### config.mk
export PLATFORM = sky130hd
export DESIGN_NAME = rx_frame_sched
export DESIGN_NICKNAME = d
export VERILOG_FILES = /design/src/rtl/rx_pkg.sv /design/src/rtl/rx_axis_outreg.sv /design/src/rtl/rx_frame_sched.sv
export SDC_FILE = /design/constraint.sdc
export NUM_CORES = 1
export LEC_CHECK = 0
export ABC_CLOCK_PERIOD_IN_PS = 3470
export CAP_MARGIN = 20
export CORE_MARGIN = 1.5
export CORE_UTILIZATION = 43
export DETAILED_ROUTE_END_ITERATION = 10
export PLACE_DENSITY = 0.89
export SETUP_SLACK_MARGIN = 0.05
export SLEW_MARGIN = 20
export SYNTH_ARGS = -nofsm -noshare
export SYNTH_HDL_FRONTEND = slang
export SYNTH_SLANG_ARGS = --single-unit
### constraint.sdc
create_clock -name s_axi_aclk -period 3.47 [get_ports s_axi_aclk]
set_input_delay 0.8675 -clock s_axi_aclk [delete_from_list [all_inputs] [get_ports s_axi_aclk]]
set_output_delay 0.8675 -clock s_axi_aclk [all_outputs]
set_load 0.01 [all_outputs]
### src/rtl/rx_pkg.sv
// Shared constants for the rx frame scheduler: FSM state codes, channel indices
// and the default frame-length limit.
package rx_pkg;

    localparam logic [2:0] ST_IDLE   = 3'd0;
    localparam logic [2:0] ST_RELOAD = 3'd1;
    localparam logic [2:0] ST_XFER   = 3'd2;
    localparam logic [2:0] ST_FLUSH  = 3'd3;
    localparam logic [2:0] ST_DRAIN  = 3'd4;

    localparam logic CH0 = 1'b0;
    localparam logic CH1 = 1'b1;

    localparam int unsigned DEF_MAX_FRAME_LEN = 1024;

endpackage

### src/rtl/rx_axis_outreg.sv
// One-deep registered valid/ready stage carrying data plus sof/eof framing.
// Accepts a new word whenever the register is empty or being drained this cycle.
module rx_axis_outreg #(
    parameter int unsigned C_DATA_WIDTH = 32
) (
    input  logic                    s_axi_aclk,
    input  logic                    s_axi_aresetn,
    input  logic                    in_valid,
    output logic                    in_ready,
    input  logic [C_DATA_WIDTH-1:0] in_data,
    input  logic                    in_sof,
    input  logic                    in_eof,
    output logic                    out_valid,
    input  logic                    out_ready,
    output logic [C_DATA_WIDTH-1:0] out_data,
    output logic                    out_sof,
    output logic                    out_eof
);

    assign in_ready = ~out_valid | out_ready;

    always_ff @(posedge s_axi_aclk or negedge s_axi_aresetn) begin
        if (!s_axi_aresetn) begin
            out_valid <= 1'b0;
            out_data  <= '0;
            out_sof   <= 1'b0;
            out_eof   <= 1'b0;
        end else if (in_valid && in_ready) begin
            out_valid <= 1'b1;
            out_data  <= in_data;
            out_sof   <= in_sof;
            out_eof   <= in_eof;
        end else if (out_ready) begin
            out_valid <= 1'b0;
        end
    end

endmodule

### src/rtl/rx_frame_sched.sv
// Round-robin frame scheduler in front of the rx cipher datapath: grants one
// whole frame per channel, reloads that channel's PRBS seed, then streams it.
//
// state  | meaning
// IDLE   | wait for a sof request; drain orphan words
// RELOAD | one-cycle PRBS seed reload pulse, inputs stalled
// XFER   | stream granted channel through the output register
// FLUSH  | over-length frame: discard words up to eof
// DRAIN  | wait for the last word to leave the output register
module rx_frame_sched
    import rx_pkg::*;
#(
    parameter int unsigned C_DATA_WIDTH    = 32,
    parameter int unsigned C_MAX_FRAME_LEN = DEF_MAX_FRAME_LEN,
    parameter int unsigned C_LEN_WIDTH     = 16
) (
    input  logic                    s_axi_aclk,
    input  logic                    s_axi_aresetn,
    input  logic                    i_enable,
    input  logic [31:0]             i_seed0,
    input  logic [31:0]             i_seed1,
    input  logic                    i_err_clr,
    input  logic                    s0_axis_tvalid,
    output logic                    s0_axis_tready,
    input  logic                    s0_axis_sof,
    input  logic                    s0_axis_eof,
    input  logic [C_DATA_WIDTH-1:0] s0_axis_tdata,
    input  logic                    s1_axis_tvalid,
    output logic                    s1_axis_tready,
    input  logic                    s1_axis_sof,
    input  logic                    s1_axis_eof,
    input  logic [C_DATA_WIDTH-1:0] s1_axis_tdata,
    input  logic                    m_axis_tready,
    output logic                    m_axis_tvalid,
    output logic [C_DATA_WIDTH-1:0] m_axis_tdata,
    output logic                    m_axis_sof,
    output logic                    m_axis_eof,
    output logic [31:0]             o_prbs_seed,
    output logic                    o_prbs_reload,
    output logic                    o_grant,
    output logic                    o_busy,
    output logic [C_LEN_WIDTH-1:0]  o_frame_cnt0,
    output logic [C_LEN_WIDTH-1:0]  o_frame_cnt1,
    output logic                    o_err_orphan,
    output logic                    o_err_overlen
);

    localparam logic [C_LEN_WIDTH-1:0] LAST_IDX = C_LEN_WIDTH'(C_MAX_FRAME_LEN - 1);

    logic [2:0]              state;
    logic                    rr_last;
    logic [C_LEN_WIDTH-1:0]  word_cnt;
    logic                    req0, req1, pick, start, orph0, orph1;
    logic                    sel_valid, sel_sof, sel_eof;
    logic [C_DATA_WIDTH-1:0] sel_data;
    logic                    or_in_ready, last_word, xfer_fire, frame_done;
    logic                    overlen_hit, flush_end, out_empty, g_rdy;

    assign req0  = s0_axis_tvalid & s0_axis_sof;
    assign req1  = s1_axis_tvalid & s1_axis_sof;
    assign pick  = (req0 & req1) ? ~rr_last : req1;
    assign start = (state == ST_IDLE) & i_enable & (req0 | req1);
    assign orph0 = (state == ST_IDLE) & i_enable & s0_axis_tvalid & ~s0_axis_sof;
    assign orph1 = (state == ST_IDLE) & i_enable & s1_axis_tvalid & ~s1_axis_sof;

    assign sel_valid = (o_grant == CH1) ? s1_axis_tvalid : s0_axis_tvalid;
    assign sel_sof   = (o_grant == CH1) ? s1_axis_sof    : s0_axis_sof;
    assign sel_eof   = (o_grant == CH1) ? s1_axis_eof    : s0_axis_eof;
    assign sel_data  = (o_grant == CH1) ? s1_axis_tdata  : s0_axis_tdata;

    assign last_word   = (word_cnt == LAST_IDX);
    assign xfer_fire   = (state == ST_XFER) & sel_valid & or_in_ready;
    assign frame_done  = xfer_fire & (sel_eof | last_word);
    assign overlen_hit = xfer_fire & last_word & ~sel_eof;
    assign flush_end   = (state == ST_FLUSH) & sel_valid & sel_eof;
    assign out_empty   = ~m_axis_tvalid | m_axis_tready;
    assign g_rdy       = (state == ST_XFER) ? or_in_ready : (state == ST_FLUSH);

    // Gated by reset so the combinational orphan drain cannot show ready during reset.
    assign s0_axis_tready = s_axi_aresetn & (orph0 | ((o_grant == CH0) & g_rdy));
    assign s1_axis_tready = s_axi_aresetn & (orph1 | ((o_grant == CH1) & g_rdy));

    assign o_prbs_reload = (state == ST_RELOAD);
    assign o_busy        = (state != ST_IDLE);

    rx_axis_outreg #(
        .C_DATA_WIDTH (C_DATA_WIDTH)
    ) u_outreg (
        .s_axi_aclk    (s_axi_aclk),
        .s_axi_aresetn (s_axi_aresetn),
        .in_valid      ((state == ST_XFER) & sel_valid),
        .in_ready      (or_in_ready),
        .in_data       (sel_data),
        .in_sof        (sel_sof & (word_cnt == '0)),
        .in_eof        (sel_eof | last_word),
        .out_valid     (m_axis_tvalid),
        .out_ready     (m_axis_tready),
        .out_data      (m_axis_tdata),
        .out_sof       (m_axis_sof),
        .out_eof       (m_axis_eof)
    );

    always_ff @(posedge s_axi_aclk or negedge s_axi_aresetn) begin
        if (!s_axi_aresetn) begin
            state       <= ST_IDLE;
            o_grant     <= CH0;
            rr_last     <= CH1;
            o_prbs_seed <= '0;
            word_cnt    <= '0;
        end else begin
            case (state)
                ST_IDLE: begin
                    if (start) begin
                        state       <= ST_RELOAD;
                        o_grant     <= pick;
                        o_prbs_seed <= pick ? i_seed1 : i_seed0;
                        word_cnt    <= '0;
                    end
                end
                ST_RELOAD: state <= ST_XFER;
                ST_XFER: begin
                    if (xfer_fire) begin
                        word_cnt <= word_cnt + 1'b1;
                        if (sel_eof) begin
                            state <= ST_DRAIN;
                        end else if (last_word) begin
                            state <= ST_FLUSH;
                        end
                        if (frame_done) begin
                            rr_last <= o_grant;
                        end
                    end
                end
                ST_FLUSH: begin
                    if (flush_end) begin
                        state <= ST_DRAIN;
                    end
                end
                ST_DRAIN: begin
                    if (out_empty) begin
                        state <= ST_IDLE;
                    end
                end
                default: state <= ST_IDLE;
            endcase
        end
    end

    // Sticky flags: a set condition in the same cycle as a clear takes priority.
    always_ff @(posedge s_axi_aclk or negedge s_axi_aresetn) begin
        if (!s_axi_aresetn) begin
            o_frame_cnt0  <= '0;
            o_frame_cnt1  <= '0;
            o_err_orphan  <= 1'b0;
            o_err_overlen <= 1'b0;
        end else begin
            if (frame_done && (o_grant == CH0)) begin
                o_frame_cnt0 <= o_frame_cnt0 + 1'b1;
            end
            if (frame_done && (o_grant == CH1)) begin
                o_frame_cnt1 <= o_frame_cnt1 + 1'b1;
            end
            o_err_orphan  <= orph0 | orph1 | (o_err_orphan & ~i_err_clr);
            o_err_overlen <= overlen_hit | (o_err_overlen & ~i_err_clr);
        end
    end

endmodule

* Word-level counts from Yosys, hierarchy flattened *
Cells that the tools add are included.

storage, ports and cells
  flip-flop bits (word level) = 122
  bits of input ports = 139
  output and inout port bits = 106
  word-level logic and storage cells = 95

cells by class
  add/sub/neg operators = 3
  eq/ne operators = 10
  mux-type cells = 19
  bitwise gates (word level) = 38
  reductions and logical operators = 12

operators with widths
  cell                     count
  $mux W32                 2
  $add A16 B1 Y16 const B  3
  $mux W16                 2
  $pmux W16 S2             1
  $and A1 B1 Y1            23
  $mux W3                  6
  $eq A16 B10 Y1 const B   1
  $logic_not A16 Y1        1
  $pmux W3 S5              1
  $ne A2 B2 Y1 const B     4
  $or A1 B1 Y1             8
  $mux W1                  7
  $not A1 Y1               7
  $eq A3 B2 Y1 const B     2
  $reduce_and A3 Y1        2
  $reduce_and A5 Y1        1
  $reduce_bool A2 Y1       2
  $eq A3 B1 Y1 const B     1
  $eq A3 B3 Y1 const B     1
  $logic_and A1 B1 Y1      3
  $logic_not A3 Y1         1
  $ne A3 B3 Y1 const B     1
  $reduce_bool A3 Y1       1
  $reduce_and A2 Y1        1

* Depth between registers and ports, before layout *
Gate-level depths: netlist (run 1).

  depth in word-level cells = 6
  depth in mapped cells = 8
  depth with buffers taken out = 6

* Cells and area by module *
A second synthesis (run 1) with hierarchy kept.

unflattened totals
  cell total of the unflattened synthesis = 540
  area total of the unflattened synthesis = 6140.9 µm²

by module, submodules not included
  module          times used  cells each  area each (µm²)  sequential area each (µm²)
  rx_frame_sched  1           465         4677.0           2178.3
  rx_axis_outreg  1           75          1463.9           875.8

* Least setup slack after synthesis (run 1) *
No wires, ideal clock.

  kind = register to register
  start point = reg word_cnt[12]
  end point = reg o_frame_cnt0[12]
  library setup time = 0.127 ns
  data arrival time = 2.505 ns
  required time = 3.343 ns
  path slack = 0.838 ns
  stages on the path, launching flop included = 7
  buffers on the path = 1
  period minus slack after synthesis = 2.632 ns
  cell sequence = dfrtp_1 > or4_1 > or4_1 > buf_2 > a2111o_1 > or3_1 > xnor2_1

between the ends
  cells in the longest elaborated chain, start to end = 4

RTL lines
  what                    RTL line               text
  start, declared         rx_frame_sched.sv:52   logic [C_LEN_WIDTH-1:0] word_cnt;
  start signal, assigned  rx_frame_sched.sv:123  word_cnt <= word_cnt + 1'b1;
  $eq A16 B10 Y1          rx_frame_sched.sv:71   assign last_word = (word_cnt == LAST_IDX);
  $or A1 B1 Y1            rx_frame_sched.sv:73   assign frame_done = xfer_fire & (sel_eof | last_word);
  $and A1 B1 Y1           rx_frame_sched.sv:73
  $logic_and A1 B1 Y1     rx_frame_sched.sv:157  if (frame_done && (o_grant == CH0)) begin
  end signal, assigned    rx_frame_sched.sv:158  o_frame_cnt0 <= o_frame_cnt0 + 1'b1;
  end, declared           rx_frame_sched.sv:42   output logic [C_LEN_WIDTH-1:0] o_frame_cnt0,

Every way passes these cells.
A chain may end at the register's enable or synchronous reset.

* Worst setup path after layout (run 1) *
  start point = in m_axis_tready
  end point = out s1_axis_tready

between the ends
  cells in the longest elaborated chain, start to end = 5

RTL lines
  what             RTL line              text
  start, declared  rx_frame_sched.sv:33  input logic m_axis_tready,
  $or A1 B1 Y1     rx_axis_outreg.sv:20  assign in_ready = ~out_valid | out_ready;
  $mux W1          rx_frame_sched.sv:77  assign g_rdy = (state == ST_XFER) ? or_in_ready : (state == ST_FLUSH);
  $and A1 B1 Y1    rx_frame_sched.sv:81  assign s1_axis_tready = s_axi_aresetn & (orph1 | ((o_grant == CH1) & g_rdy));
  $or A1 B1 Y1     rx_frame_sched.sv:81
  $and A1 B1 Y1    rx_frame_sched.sv:81
  end, declared    rx_frame_sched.sv:29  output logic s1_axis_tready,

Every way passes these cells.

==> flow_summary_export.csv, run 1 <==
group,metric,value,unit
global_routing,grt_pass1_vias,5337,
global_routing,grt_overflow,0,
timing,fin_crit,3.17,ns
layout,instances_no_fill,1009,
synthesis,ys_ff_latch,122,
placement,port_buffers,244,
timing,hold_viol_final,0,
drt,wirelength,16400,um
worst_setup_path,crit_type,"in -> out",
timing,setup_viol,0,
synthesis,yosysWarnings,0,
power_and_ir_drop,p_per_area,734,nW/um^2
synthesis,async_flop_share,1.00,
worst_setup_path,end_kind,"output pin",
global_routing,grt_max_degree,66,
worst_setup_path,crit_path_start_kind,"input port",
clock_tree,cts_root_buf,"clkbuf_16",
synthesis,synth.top_cells.by_area,"dfrtp_1 52%, mux2i_1 11%, a21oi_1 5.7%",
global_routing,top_usage_layer,"met2",
worst_setup_path,r2r-end,"o_frame_cnt0[12]",
placement,gp_congestion,0.875,
timing,finClkSkew,0.00736,ns
synthesis,synth_area,5850,um^2
synthesis,synth_top_area_frac,0.518,
layout,area_delta_synth_final,55.8,%
timing,slew_violations,0,
layout,regArea,3060,um^2
drt,drtIter0Drc,256,
layout,drive_gt1_frac,0.0672,
min_path,hold_class,"in -> async",
drt,vias,5213,
die,die_w,120,um
synthesis,yosysMostFrequentCell,"dfrtp_1",
synthesis,yosys-top-cells-count,"121 x dfrtp_1, 86 x nor2_1, 67 x a21oi_1, 67 x mux2i_1, 30 x xnor2_1",
synthesis,ys.flop_type,"dfrtp_1",
die,die-area,14300,um^2
synthesis,synth_edf_count,0,
timing,worstMarginPinSlew,0.753,ns
clock_tree,cts_made_buffers,17,
global_routing,grt_usage,0.235,
synthesis,syn_area_per_cell,10.2,um^2
die,fp.dieH,120,um
worst_setup_path,r2r.worst_path.cells,5,
synthesis,synthXorXnorAreaFrac,0.0659,
synthesis,synth_nets,717,
worst_setup_path,crit-reg2reg-launch,"word_cnt[12]",
layout,fill_cells,1018,
synthesis,synth_mux_area_frac,0.120,
timing,rsz0062_at_grt,"no",
outcome,status,"finished, final reports clean",
global_routing,grtUsageMet3,0.0865,
drt,via_per_inst,5.17,
die,initial_core_util,0.442,
synthesis,syn_inst,574,
synthesis,yosys.area_share.simple,0.168,
synthesis,synthAdderAreaFrac,0.00856,
global_routing,grt_util_met1,0.266,
drt,wl_per_cell,16.2,um
clock_tree,clkTransAtPathRegs,0.06,ns
synthesis,synth_top_family_by_area,"simple AND/OR/NAND/NOR gates",
placement,placedCellCount,977,
worst_setup_path,arrival,2.30,ns
drt,ant_nets,0,
drt,firstDrtPassIters,4,
worst_setup_path,reg2reg_slack,0.62,ns
global_routing,antenna_found_initial,0,
clock_tree,htreeDepth,4,
clock_tree,hold_buffers,0,
timing,fmax,315,MHz
drt,drc,0,
global_routing,grt_pass1_wl,26200,um
placement,dpl.hpwl,12200,um
timing,slew_headroom,0.498,
layout,multi_input_area,2650,um^2
synthesis,synth-seq-area-share,0.522,
job,drv_cap,0,
worst_setup_path,cp_data_required_time,2.60,ns
synthesis,yosysTopAreaCell,"dfrtp_1",
layout,layout.nets,963,
die,num_io_pins,245,
die,design.core.area,13200,um^2
clock_tree,cts_tree,"yes",
clock_tree,clockBufferDepth,2,
layout,antenna_cells,0,
clock_tree,clock_latency,0.41,ns
clock_tree,clkSinkCount,122,
clock_tree,cts_setup_buffers,0,
timing,fin_crit_sh,0.914,
worst_setup_path,path_max_fanout,2,
die,fp-row-count,42,
power_and_ir_drop,p_leak,3.96,nW
synthesis,yosysUniqueCellTypes,45,
global_routing,grt_use_met2,0.397,
timing,tns,0,ns
synthesis,synth_compound_area_frac,0.0873,
power_and_ir_drop,vdd_drop_max,0.000415,V
## power breakdown
group          switching [mW]  internal [mW]  leakage (nW)
registers               0.353           1.90          1.49
clock network           0.625           1.09         0.286
logic                    1.29           1.43          2.18
## worst max-delay path, stage by stage
cell	delay, ns
clkdlybuf4s50_1	0.46
nand2b_1	0.12
o21ai_0	0.09
or2_2	0.30
a21boi_0	0.18
dlygate4sd2_1	0.29
## logic make-up (layout without fill, tap and decap cells)
| logic type | count (synthesis) | in the layout |
|---|---|---|
| simple gates | 201 | 201 |
| xor+xnor | 44 | 44 |
| buf+inv | 42 | 301 |
| flops | 122 | 122 |
| mux | 70 | 70 |
| compound gates | 91 | 91 |
| fa+ha+maj | 4 | 4 |
## cell usage in the layout, fill, tap and decap left out, drive strengths merged, types with 7 or more instances in the layout
cell type,synthesis,routed
inv,13,14
and3,14,14
clkdlybuf4s50,0,241
xor2,14,14
a21oi,68,68
buf,10,13
nand2,18,18
nand3,17,17
nor3,7,7
clkinv,0,7
nor4,11,11
xnor2,30,30
nand4,22,22
o21ai,7,7
clkbuf,19,20
mux2i,67,67
nor2,86,86
dfrtp,121,121
## metal layers
metal / up-vias / wire length [um]
met5: - / 0
met2: 238 / 7980
met4: 0 / 379
met1: 2440 / 6350
met3: 21 / 1650
li1: 2514 / -
## timing repair
item	in CTS	in global routing
hold endpoints to repair	0	0
endpoints found under the setup margin	1	1
resized for setup	1	1
## worst max-delay path by stage
stage                        from          endpoint  slack, ns  depth (start not counted)
global placement    m_axis_tready    s1_axis_tready       0.03                          6
CTS                      i_enable    s0_axis_tready       0.12                          5
global route        m_axis_tready    s1_axis_tready       0.17                          6
detailed placement  m_axis_tready    s1_axis_tready     0.0004                          6
finish              m_axis_tready    s1_axis_tready       0.30                          6
floorplan            word_cnt[12]  o_frame_cnt0[12]       0.84                          6
## layout make-up
cell class,instances,area share
clock buffers,20,0.0501
clock inverters,12,0.0135
inverters,13,0.00536
multi-input cells,410,0.291
flip-flops and latches,122,0.335
well taps,176,0.0242
repair buffers,256,0.281
## registers in the layout (all words and copies together), names as in the netlist
register / flops
o_grant: 1
o_err_orphan: 1
u_outreg.out_sof: 1
o_prbs_seed: 32
o_frame_cnt1: 16
o_frame_cnt0: 16
u_outreg.out_data: 32
u_outreg.out_valid: 1
state: 3
o_err_overlen: 1
rr_last: 1
u_outreg.out_eof: 1
word_cnt: 16
## per-stage QoR
stage	instance area (um^2)	total power [mW]	hold WS [ns]	util	worst slack, ns
3_3_place_gp	8530	4.91	0.463	0.644	0.0341
5_1_grt	9110	7.10	0.329	0.688	0.165
2_1_floorplan	5850	3.53	0.494	-	0.838
6_report	9110	6.69	0.326	0.688	0.298
4_1_cts	9110	6.76	0.310	0.688	0.120
3_5_place_dp	8530	5.00	0.471	0.644	0.000412
Power figures use the tool's default switching activity.
==> run 2: changes to the inputs <==
ABC_CLOCK_PERIOD_IN_PS = 2600   (was 3470)
CORE_UTILIZATION = 39   (was 43)
PLACE_DENSITY = 0.85   (was 0.89)
clock period = 2.6 ns   (was 3.47 ns; I/O delays follow)
==> flow_summary_export.csv, run 2 (synthesis results as in run 1) <==
group,metric,value,unit
drt,via_per_inst,5.12,
clock_tree,hold_buffers,0,
timing,rsz0062_at_grt,"yes",
power_and_ir_drop,p_clk_frac,0.265,
clock_tree,cts_tree,"yes",
die,initial_core_util,0.401,
timing,fin_crit,2.52,ns
worst_setup_path,end_kind,"output pin",
drt,ant_nets,0,
worst_setup_path,crit-reg2reg-launch,"word_cnt[12]",
timing,tns,0,ns
min_path,hold_class,"in -> async",
die,fp-row-count,44,
layout,layout_common_cells,"240 x clkdlybuf4s50_1, 119 x dfrtp_1, 83 x nor2_1",
global_routing,grtUsageMet3,0.0732,
die,die-area,15700,um^2
layout,area_delta_synth_final,60.1,%
power_and_ir_drop,p_sw_frac,0.336,
timing,fmax,397,MHz
power_and_ir_drop,p_int,6.10,mW
layout,top_regs,"o_prbs_seed: 32 flops, u_outreg.out_data: 32 flops",
worst_setup_path,r2r.worst_path.cells,5,
power_and_ir_drop,finalPower,9.18,mW
power_and_ir_drop,p_per_area,981,nW/um^2
global_routing,grt_pass1_wl,26600,um
drt,wirelength,16500,um
clock_tree,clock_latency,0.41,ns
power_and_ir_drop,p_switching,3.08,mW
clock_tree,clkTransAtPathRegs,0.06,ns
drt,vias,5319,
global_routing,antenna_found_initial,1,
worst_setup_path,arrival,1.87,ns
timing,worstMarginPinSlew,0.697,ns
die,die_w,125,um
timing,setup_slack,0.0802,ns
die,num_io_pins,245,
layout,drive_gt1_frac,0.104,
layout,layout_commonest_cell,"clkdlybuf4s50_1",
placement,gp_congestion,0.867,
power_and_ir_drop,p_seq_frac,0.323,
drt,wl_per_cell,15.8,um
timing,finClkSkew,0.0108,ns
job,drv_cap,0,
worst_setup_path,path_max_fanout,2,
clock_tree,clkSinkCount,122,
power_and_ir_drop,vdd_drop_max,0.000482,V
global_routing,grt_use_met2,0.358,
placement,port_buffers,244,
timing,slew_headroom,0.536,
clock_tree,cts_made_buffers,17,
placement,place_ws,-0.413,ns
global_routing,grt_usage,0.212,
global_routing,grt_max_degree,80,
global_routing,grt_pass1_vias,5395,
global_routing,grt_util_met1,0.248,
worst_setup_path,r2r-end,"o_frame_cnt0[12]",
timing,slew_violations,0,
timing,hold_viol_final,0,
drt,firstDrtPassIters,4,
clock_tree,cts_root_buf,"clkbuf_16",
power_and_ir_drop,combinationalPowerShare,0.411,
drt,drtIter0Drc,250,
clock_tree,htreeDepth,4,
timing,setup_viol,0,
global_routing,top_usage_layer,"met2",
worst_setup_path,cp_data_required_time,1.95,ns
worst_setup_path,crit_path_start_kind,"input port",
worst_setup_path,crit_type,"in -> out",
die,design.core.area,14600,um^2
layout,layout.nets,984,
outcome,status,"finished, final reports clean",
drt,drc,0,
worst_setup_path,reg2reg_slack,0.10,ns
timing,fin_crit_sh,0.969,
global_routing,grt_overflow,0,
power_and_ir_drop,p_leak,4.07,nW
placement,dpl.hpwl,12300,um
clock_tree,clockBufferDepth,2,
die,fp.dieH,125,um
[run 2: worst max-delay path by stage]
stage / from / end / slack, ns / cells past startpoint
floorplan: word_cnt[12] / o_frame_cnt0[12] / 0.01 / 6
global placement: m_axis_tready / s1_axis_tready / -0.38 / 6
detailed placement: m_axis_tready / s1_axis_tready / -0.41 / 6
CTS: m_axis_tready / s1_axis_tready / 0.04 / 6
global route: m_axis_tready / s1_axis_tready / 0.008 / 6
finish: m_axis_tready / s1_axis_tready / 0.08 / 6
[run 2: metrics by stage]
step | utilization | hold WS, ns | std cells | instance area [um^2]
after floorplan | - | 0.354 | 574 | 5850
after global routing | 0.642 | 0.221 | 1039 | 9360
final | 0.642 | 0.201 | 1039 | 9360
after detailed placement | 0.595 | 0.470 | 1002 | 8680
after CTS | 0.640 | 0.194 | 1035 | 9330
after global placement | 0.595 | 0.458 | 1002 | 8680
[run 2: layout make-up]
type	count	area (um^2)
Antenna cell	1	2.50
Multi-Input combinational cell	410	2690
Clock inverter	13	168
Tap cell	184	230
Clock buffer	19	453
Inverter	13	48.8
Fill cell	1132	5230
Sequential cell	122	3060
Timing Repair Buffer	277	2710
[run 2: timing repair]
item                                    in CTS  in global routing
pin swaps                                    2                  2
buffers inserted                             1                  3
endpoints found under the setup margin       6                  5
hold endpoints to repair                     0                  0
gates resized for setup                     15                  4
gates cloned                                 0                  0
[run 2: power by group through the flow]
stage                     Clock, mW  Combinational (mW)  Sequential [mW]
final                          2.44                3.78             2.97
after global routing           2.56                4.11             3.05
after CTS                      2.49                3.81             2.97
after detailed placement          0                3.77             2.98
after global placement            0                3.69             2.96
after floorplan                   0                1.52             3.19
[run 2: per-layer routing]
metal / part of all wire / up-vias
li1: - / 2561
met3: 0.085 / 24
met4: 0.022 / 0
met5: 0 / -
met2: 0.49 / 244
met1: 0.41 / 2490
[run 2: worst max-delay path: stages]
cell             delay [ns]
clkdlybuf4s50_1        0.47
nand2b_4               0.13
o21ai_2                0.07
or2_2                  0.28
a21boi_1               0.13
buf_2                  0.14
==> run 3: changes to the inputs <==
CTS_BUF_LIST = sky130_fd_sc_hd__clkbuf_4 sky130_fd_sc_hd__clkbuf_8 sky130_fd_sc_hd__clkbuf_16   (was not set)
==> results of run 3 <==
The final DEF is identical to that of run 2; final timing and power are the same.
